--- src/rtl/bus_pkg.sv ---
// bus_pkg: shared constants for the bus fabric and its source FIFOs.
// Packets carry the destination ID in their top ID_W bits.
package bus_pkg;

   localparam int PCKG_SZ = 16;
   localparam int ID_W = 8;
   localparam logic [ID_W-1:0] BCAST_ID = 8'hFF;
   localparam int DROP_W = 8;

   function automatic logic [ID_W-1:0] pkt_id(
      input logic [PCKG_SZ-1:0] p
   );
      return p[PCKG_SZ-1 -: ID_W];
   endfunction

endpackage

--- src/rtl/bus_src_fifo.sv ---
// bus_src_fifo: agent-side source FIFO for one bus driver slot.
// First-word fall-through circular buffer with sticky error flags.
module bus_src_fifo
   import bus_pkg::*;
#(
   parameter int pckg_sz = PCKG_SZ,
   parameter int depth = 8
) (
   input  logic                     clock,
   input  logic                     reset,
   input  logic                     push,
   input  logic [pckg_sz-1:0]       D_push,
   input  logic                     pop,
   output logic [pckg_sz-1:0]       D_pop,
   output logic                     pndng,
   output logic                     full,
   output logic [$clog2(depth):0]   count,
   output logic                     overflow,
   output logic                     underflow,
   output logic [DROP_W-1:0]        drop_cnt,
   input  logic                     clr_flags
);

   localparam int AW = $clog2(depth);
   localparam int CW = AW + 1;

   logic [pckg_sz-1:0] mem [depth];
   logic [AW-1:0]      rd_ptr;
   logic [AW-1:0]      wr_ptr;
   logic               is_empty;
   logic               is_full;
   logic               do_push;
   logic               do_pop;
   logic               ovf_ev;
   logic               unf_ev;

   assign is_empty = (count == '0);
   assign is_full  = (count == CW'(depth));
   assign do_pop   = pop && !is_empty;
   // a pop on a full FIFO frees the slot the push needs
   assign do_push  = push && (!is_full || do_pop);
   assign ovf_ev   = push && is_full && !pop;
   assign unf_ev   = pop && is_empty;

   assign pndng = !is_empty;
   assign full  = is_full;
   assign D_pop = is_empty ? '0 : mem[rd_ptr];

   always_ff @(posedge clock) begin
      if (do_push) mem[wr_ptr] <= D_push;
   end

   always_ff @(posedge clock or negedge reset) begin
      if (!reset) begin
         rd_ptr <= '0;
         wr_ptr <= '0;
         count  <= '0;
      end else begin
         if (do_pop)  rd_ptr <= rd_ptr + 1'b1;
         if (do_push) wr_ptr <= wr_ptr + 1'b1;
         unique case ({do_push, do_pop})
            2'b10:   count <= count + 1'b1;
            2'b01:   count <= count - 1'b1;
            default: count <= count;
         endcase
      end
   end

   // a same-cycle error event wins over clr_flags
   always_ff @(posedge clock or negedge reset) begin
      if (!reset) begin
         overflow  <= 1'b0;
         underflow <= 1'b0;
         drop_cnt  <= '0;
      end else if (clr_flags) begin
         overflow  <= ovf_ev;
         underflow <= unf_ev;
         drop_cnt  <= ovf_ev ? DROP_W'(1) : '0;
      end else begin
         if (ovf_ev) overflow <= 1'b1;
         if (unf_ev) underflow <= 1'b1;
         if (ovf_ev && drop_cnt != '1) drop_cnt <= drop_cnt + 1'b1;
      end
   end

endmodule

--- config.mk ---
export PLATFORM = sky130hd
export DESIGN_NAME = bus_src_fifo
export DESIGN_NICKNAME = d
export VERILOG_FILES = /design/src/rtl/bus_pkg.sv /design/src/rtl/bus_src_fifo.sv
export SDC_FILE = /design/constraint.sdc
export NUM_CORES = 1
export LEC_CHECK = 0
export ABC_AREA = 1
export CORE_MARGIN = 3
export CORE_UTILIZATION = 57
export DETAILED_ROUTE_END_ITERATION = 6
export HOLD_SLACK_MARGIN = 0.1
export PLACE_DENSITY = 0.77
export SETUP_SLACK_MARGIN = 0.3
export SYNTH_ARGS = -nofsm -noshare
export SYNTH_HDL_FRONTEND = slang
export SYNTH_SLANG_ARGS = --single-unit
--- constraint.sdc ---
create_clock -name clock -period 2.5 [get_ports clock]
set_input_delay 0.5 -clock clock [delete_from_list [all_inputs] [get_ports clock]]
set_output_delay 0.5 -clock clock [all_outputs]
set_load 0.05 [all_outputs]
==> results by group, run 1 <==
Run status
  – Status: finished, violations left
  – Failing checks: setup timing

Synthesis
  – Synth area leader: edfxtp_1
  – Synthesized area: 6250 um^2
  – Share of the synthesized area in the top cell type: roughly three fifths
  – Sequential-to-total area share from yosys stat: a little over two thirds
  – Most frequent cell after synthesis: edfxtp_1
  – Cells after Synth: around 530
  – Post-synthesis net count: between 500 and 600
  – Warnings from Yosys: 0
  – Top cells by area, synth: edfxtp_1 (61%), dfrtp_1 (8.0%), nor2_1 (7.6%)
  – Seq cells post-synth: between 100 and 150
  – FFs w/ async S/R, synth: roughly 14%
  – Commonest cells in the netlist: edfxtp_1 (128), nor2_1 (127), nand2_1 (66)
  – Number of synthesized flops with an enable pin: 128
  – Synth unique cells: 32
  – Most used flip-flop cell after synthesis: edfxtp_1
  – Syn avg cell area: 11.8 um^2

Detailed routing
  – Final ANT Viol Nets: 0
  – Drt drc: 0
  – 1st-iter DRT viols: 515
  – Via density: a little over 6
  – Drt first pass iters: 7
  – DR vias: ~4700
  – Final wirelength: approximately 17 mm
  – WL/cell: roughly 22 um

Setup path
  – Setup crit start kind: flop
  – Worst reg2reg path depth: 13
  – Worst-path cell chain: buf_12 > buf_8 > clkbuf_16 > o21ai_1 > o22ai_1 > nor2_1 > nor2_2 > buf_12
  – CP max-delay cell: dfrtp_2
  – Critical register-to-register path startpoint: count[1]$_DFFE_PN0P_
  – Most used cell, CP: buf_12
  – Critical path endpoint category: primary output
  – CP max FO: 5
  – Critical path launch point: rd_ptr[0]$_DFFE_PN0P_
  – Crit path DAT: 2.10 ns
  – Worst Path Class, Setup: flop to primary output
  – Critical Path Max Stage Delay: roughly 0.37 ns
  – Worst EP required: approximately 2.0 ns

Finish
  – Diode count: 0
  – Non-filler cells, final: about 780
  – Layout Nets: about 650
  – Synth-to-Final Area Change: 33.9%
  – Final core occ: 79.7%
  – Fraction of layout cells with a size suffix above 1: around 26%

GRT
  – First-pass GRT wire length: 24.9 mm
  – GR Layer Usage met2: a little over two fifths
  – Total gr overflow: 0
  – Initial antenna violation count: 0
  – GR met1 Demand/Resource: roughly 33%
  – Met3 usage: 4.80%
  – Gr usage total: between 20% and 30%
  – Vias in the first global route: just under 5000
  – Pin count of the biggest net entering global routing: 34
  – Busiest grt layer: met2

Placement
  – DP HPWL: 8.17 mm
  – Placed Cells: ~720
  – Final GP Congestion: just under 0.8
  – I/O Buffers: 52

Timing
  – Fin crit period: between 2 and 3 ns
  – FMAX: between 0.3 and 0.4 GHz
  – Clk_skew: slightly above 0.008 ns
  – Rel. slew slack: 66.8%
  – Min Hold Slack: ~0.31 ns
  – Worst-Margin Slew: about 0.5 ns
  – Fin. max-slew vios: 0
  – Setup ws final: -0.0985 ns
  – Final worst-path cycle share: 104%
  – Setup-failing EPs final: 12
  – Unrepaired setup endpoints after global routing: yes
  – Sum Neg Setup Slack: -0.687 ns
  – Hold Fails Final Rpt: 0

Power and ir drop
  – Clock network fraction of total power: 20.2%
  – Peak supply drop: 0.00141 V
  – Combinational share of power: a little over half
  – Static leakage: 3.22 nW
  – Net Switching: 5.07 mW
  – Power, Total: roughly 12 mW
  – Sw frac: between 40% and 50%
  – Pwr/cell area: 1440 nW/um^2
  – Internal: 6.98 mW
  – Sequential power share: a little over a quarter

CTS
  – Root Buffer: clkbuf_8
  – Clock Latency Late Sink: between 0.5 and 0.6 ns
  – CTS tree: built
  – Sink Count: 148
  – CTS H-tree lvls: 4
  – Num CTS Buffers: 17
  – CTS max path bufs: 2
  – Post-CTS Hold Fix Bufs: 0
  – Worst-path clk slew: ~0.060 ns

Die
  – Rows: 37
  – CORE AREA: ~11000 um^2
  – Io pins: 53
  – Width of the die: roughly 110 um
  – Die height: ~110 um
  – Starting Density: 59.5%
  – Die Area: between 10000 and 15000 um^2

Run
  – Max cap viols: 0

Min path
  – Worst hold path type: input port to asynchronous set/reset pin
[through the flow]
stage	area (um^2)	setup slack, ns
5_1_grt	8370	-0.178
4_1_cts	8130	-0.0231
6_report	8370	-0.0985
3_5_place_dp	7150	-0.0230
3_3_place_gp	7150	0.142
2_1_floorplan	6340	0.348
[cell families (layout without fill, tap and decap cells)]
kind of cell             after synthesis  count (layout)  synth area share, %
AO/OA/AOI/OAI                        105             105                 9.47
XOR/XNOR                               8               8                 1.12
adder cells (fa/ha/maj)                6               6                 1.20
buffers and inverters                 43             150                 3.46
flip-flops                           148             148                 69.5
AND/OR/NAND/NOR                      222             222                 15.3
[layer usage]
layer	up-vias	part of all wire [%]
li1	2069	-
met1	2312	38
met2	265	52
met3	39	7.5
met4	0	2.3
met5	-	0
[sequential cells by signal (all words and copies together), names as in the netlist]
| register | count |
|---|---|
| mem | 128 |
| drop_cnt | 8 |
| count | 4 |
| rd_ptr | 3 |
| wr_ptr | 3 |
| overflow | 1 |
| underflow | 1 |
[final cells by class]
type	instances	area (um^2)
flip-flops and latches	148	4350
fillers	535	2140
multi-input cells	341	1900
repair buffers	100	1290
clock buffers	17	414
well taps	136	170
clock inverters	15	148
inverters	18	91.3
[layout by cell type (no fill, tap or decap), types with 5 or more instances in the layout]
cell             netlist  layout
xor2_1                 5       5
buf_4                  8      24
o21ai_1               53      52
buf_8                  0       8
edfxtp_1             128     128
nand2_1               66      65
nor2_4                 5      21
clkbuf_16              0      20
dlygate4sd2_1          0      12
nand3_1                8       8
o22ai_1               16      16
nor2_2                 4      17
buf_6                  2       9
inv_1                 11      10
nor2_1               127      98
dfrtp_1               20      14
o211ai_1              16      16
clkdlybuf4s50_1        0      20
dfrtp_2                0       6
buf_12                 0      16
o21ai_0               15      12
[repair_timing]
item                                    in CTS  in global routing
gates cloned                                 5                  4
pin swaps                                   21                 34
setup buffers                               12                  4
hold endpoints to repair                     0                  0
resized for setup                           78                 37
endpoints found under the setup margin      31                 20
[worst max-delay path: cells and delay by family (launching register included)]
kind / cells / cell delay (ns)
buffers and inverters: 4 / 0.58
DFF: 1 / 0.37
AOI/OAI and AO/OA: 2 / 0.31
and+or+nand+nor: 2 / 0.29
[power by group through the flow]
stage	clock, mW	combinational [mW]	sequential, mW
after floorplan	0	3.10	3.41
after global placement	0	4.69	3.29
after detailed placement	0	4.78	3.31
after CTS	2.40	5.78	3.22
after global routing	2.55	6.67	3.28
final	2.43	6.36	3.26
[path summary, 6_finish.rpt]
path	slack (ns)	end
min in group clock	0.50	overflow$_DFFE_PN0P_
max	-0.1	D_pop[5]
max reg2reg	0.37	count[2]$_DFFE_PN0P_
min	0.31	drop_cnt[6]$_DFFE_PN0P_
max in group asynchronous	1.94	rd_ptr[0]$_DFFE_PN0P_
min reg2reg	0.50	overflow$_DFFE_PN0P_
(Power assumes the default switching activity.)
==> inputs of run 2 (changes only) <==
--- a/config.mk
+++ b/config.mk
@@ -7,10 +7,10 @@
 export LEC_CHECK = 0
 export ABC_AREA = 1
 export CORE_MARGIN = 3
-export CORE_UTILIZATION = 57
+export CORE_UTILIZATION = 60
 export DETAILED_ROUTE_END_ITERATION = 6
 export HOLD_SLACK_MARGIN = 0.1
-export PLACE_DENSITY = 0.77
+export PLACE_DENSITY = 0.8
 export SETUP_SLACK_MARGIN = 0.3
 export SYNTH_ARGS = -nofsm -noshare
 export SYNTH_HDL_FRONTEND = slang
==> constraint.sdc (replaced) <==
create_clock -name clock -period 3.02 [get_ports clock]
set_input_delay 0.604 -clock clock [delete_from_list [all_inputs] [get_ports clock]]
set_output_delay 0.604 -clock clock [all_outputs]
set_load 0.05 [all_outputs]
==> results by group, run 2 (same netlist as run 1, synthesis figures left out) <==
Run status
  – Status: complete, no violations (was finished, violations left)

GRT
  – Pin count of the biggest net entering global routing: 37 (was 34)
  – Gr usage total: 26.2% (was 26.0%)
  – First-pass GRT wire length: 22.7 mm (was 24.9 mm)
  – Vias in the first global route: 4351 (was 4805)
  – Initial antenna violation count: 0 (unchanged)
  – Total gr overflow: 0 (unchanged)

Setup path
  – Worst EP required: 2.42 ns (was 2.00 ns)
  – Setup crit start kind: flop (unchanged)
  – Critical Path Max Stage Delay: 0.46 ns (was 0.37 ns)
  – Worst Path Class, Setup: flop to primary output (unchanged)
  – Crit path DAT: 2.09 ns (was 2.10 ns)
  – Critical path endpoint category: primary output (unchanged)
  – CP max FO: 18 (was 5)
  – Worst-path cell chain: inv_2 > buf_12 > nor2_1 > o211ai_1 > nand2_1 > nor2_1 > buf_12 (was buf_12 > buf_8 > clkbuf_16 > o21ai_1 > o22ai_1 > nor2_1 > nor2_2 > buf_12)
  – CP max-delay cell: dfrtp_2 (unchanged)

Die
  – Starting Density: 62.8% (was 59.5%)
  – Io pins: 53 (unchanged)
  – Rows: 36 (was 37)
  – Die Area: 11700 um^2 (was 12300 um^2)
  – Width of the die: 108 um (was 111 um)
  – Die height: 108 um (was 111 um)
  – CORE AREA: 9950 um^2 (was 10500 um^2)

Power and ir drop
  – Net Switching: 3.63 mW (was 5.07 mW)
  – Sequential power share: 29.3% (was 27.1%)
  – Internal: 5.61 mW (was 6.98 mW)
  – Clock network fraction of total power: 23.2% (was 20.2%)
  – Peak supply drop: 0.000752 V (was 0.00141 V)
  – Pwr/cell area: 1180 nW/um^2 (was 1440 nW/um^2)
  – Sw frac: 39.3% (was 42.1%)
  – Combinational share of power: 47.5% (was 52.8%)
  – Static leakage: 2.95 nW (was 3.22 nW)

Detailed routing
  – Final ANT Viol Nets: 0 (unchanged)
  – DR vias: 4467 (was 4685)
  – Drt first pass iters: 5 (was 7)
  – Via density: 5.96 (was 6.05)
  – 1st-iter DRT viols: 457 (was 515)
  – WL/cell: 19.2 um (was 21.8 um)
  – Drt drc: 0 (unchanged)
  – Final wirelength: 14.4 mm (was 16.9 mm)

Timing
  – Worst-Margin Slew: 0.898 ns (was 0.498 ns)
  – Fin. max-slew vios: 0 (unchanged)
  – Sum Neg Setup Slack: 0 ns (was -0.687 ns)
  – Fin crit period: roughly 2.7 ns
  – Final worst-path cycle share: between 80% and 90%
  – Hold Fails Final Rpt: 0 (unchanged)
  – Unrepaired setup endpoints after global routing: yes (unchanged)
  – Rel. slew slack: 39.9% (was 66.8%)
  – Setup ws final: 0.329 ns (was -0.0985 ns)
  – FMAX: 0.372 GHz
  – Setup-failing EPs final: 0 (was 12)
  – Clk_skew: 0.00566 ns (was 0.00818 ns)

CTS
  – CTS tree: built (unchanged)
  – Worst-path clk slew: 0.06 ns (about the same)
  – Post-CTS Hold Fix Bufs: 0 (unchanged)
  – Num CTS Buffers: 17 (unchanged)
  – Root Buffer: clkbuf_8 (unchanged)
  – Sink Count: 148 (unchanged)
  – CTS H-tree lvls: 4 (unchanged)
  – CTS max path bufs: 2 (unchanged)
  – Clock Latency Late Sink: 0.52 ns (was 0.53 ns)

Finish
  – Synth-to-Final Area Change: 25.6% (was 33.9%)
  – Fraction of layout cells with a size suffix above 1: 17.4% (was 25.8%)
  – Layout Nets: 630 (was 653)
  – Biggest regs: mem: 128 flops, drop_cnt: 8 flops, count: 4 flops (unchanged)
  – Most frequent cells in the layout: edfxtp_1 (128), nor2_1 (117), nand2_1 (66) (was edfxtp_1 (128), nor2_1 (98), nand2_1 (65))
  – Diode count: 0 (unchanged)
  – Largest register FFs: 128 (unchanged)
  – Commonest non-fill, non-tap cell in the layout: edfxtp_1 (unchanged)
  – Top reg by flops: mem (unchanged)

Placement
  – Final GP Congestion: 0.776 (was 0.792)
  – Setup Slack @ Placement: 0.504 ns (was -0.0230 ns)
  – I/O Buffers: 52 (unchanged)
  – DP HPWL: 8.25 mm (was 8.17 mm)

Min path
  – Worst hold path type: flop to flop (was input port to asynchronous set/reset pin)

Run
  – Max cap viols: 0 (unchanged)
==> run 2: changes by cell type in the layout (fill, tap and decap cells not counted), sizes merged, moves of 2 or more <==
cell	delta
buf	-21
clkdlybuf4s50	+14
dlygate4sd2	-10
inv	-8
bufinv	+3
clkinv	+2
dlymetal6s2s	-2
==> run 2: routing by layer <==
layer | vias to the layer above | global-route usage, % | part of all wire (%)
li1 | 2020 | - | -
met3 | 33 | 5.91 | 9.2
met1 | 2169 | 34.6 | 39
met5 | - | 0 | 0
met2 | 245 | 42.5 | 50
met4 | 0 | 10.9 | 2.3
==> run 2: area by class of cell <==
type	count	area, um^2
Inverter	18	68.8
Sequential cell	148	4350
Multi-Input combinational cell	341	1720
Clock inverter	11	159
Fill cell	562	2100
Clock buffer	21	449
Timing Repair Buffer	77	940
Tap cell	133	166
==> run 2: through the flow <==
step                utilization [%]  instance area [um^2]  hold WS [ns]  power (mW)  instances
global placement               71.6                  7120         0.464        6.72        714
CTS                            77.9                  7750         0.496        9.05        747
finish                         78.9                  7850         0.493        9.23        749
detailed placement             71.6                  7120         0.481        6.83        714
global route                   78.9                  7850         0.523        9.65        749
floorplan                         -                  6260         0.308        5.21        532
==> run 2: path summary, 6_finish.rpt <==
path / slack (ns) / to / cells after the start / from
setup / recovery: 0.33 / D_pop[2] / 7 / rd_ptr[0]$_DFFE_PN0P_
hold / removal: 0.49 / underflow$_DFFE_PN0P_ / 2 / underflow$_DFFE_PN0P_
setup reg to reg: 0.73 / count[2]$_DFFE_PN0P_ / 13 / count[0]$_DFFE_PN0P_
hold reg to reg: 0.49 / underflow$_DFFE_PN0P_ / 2 / underflow$_DFFE_PN0P_
max in group asynchronous: 1.82 / count[2]$_DFFE_PN0P_ / 1 / reset
min in group asynchronous: 0.59 / drop_cnt[5]$_DFFE_PN0P_ / 1 / reset
==> run 2: worst max-delay path, delay by kind of cell, from the launching register on <==
kind / cells / cell delay [ns]
compound gates: 1 / 0.24
buf+inv: 3 / 0.51
simple gates: 3 / 0.36
flops: 1 / 0.46
==> run 2: power by group through the flow <==
stage                     logic, mW  registers [mW]  clock network, mW
after global placement         3.99            2.73                  0
final                          4.39            2.71               2.14
after global routing           4.66            2.73               2.26
after floorplan                2.40            2.81                  0
after detailed placement       4.08            2.75                  0
after CTS                      4.19            2.70               2.16
==> run 2: timing repair <==
item,4_1_cts,5_1_grt
cloned,0,1
buffers inserted,1,1
pin swaps,0,2
resized for setup,6,20
endpoints found under the setup margin,18,13
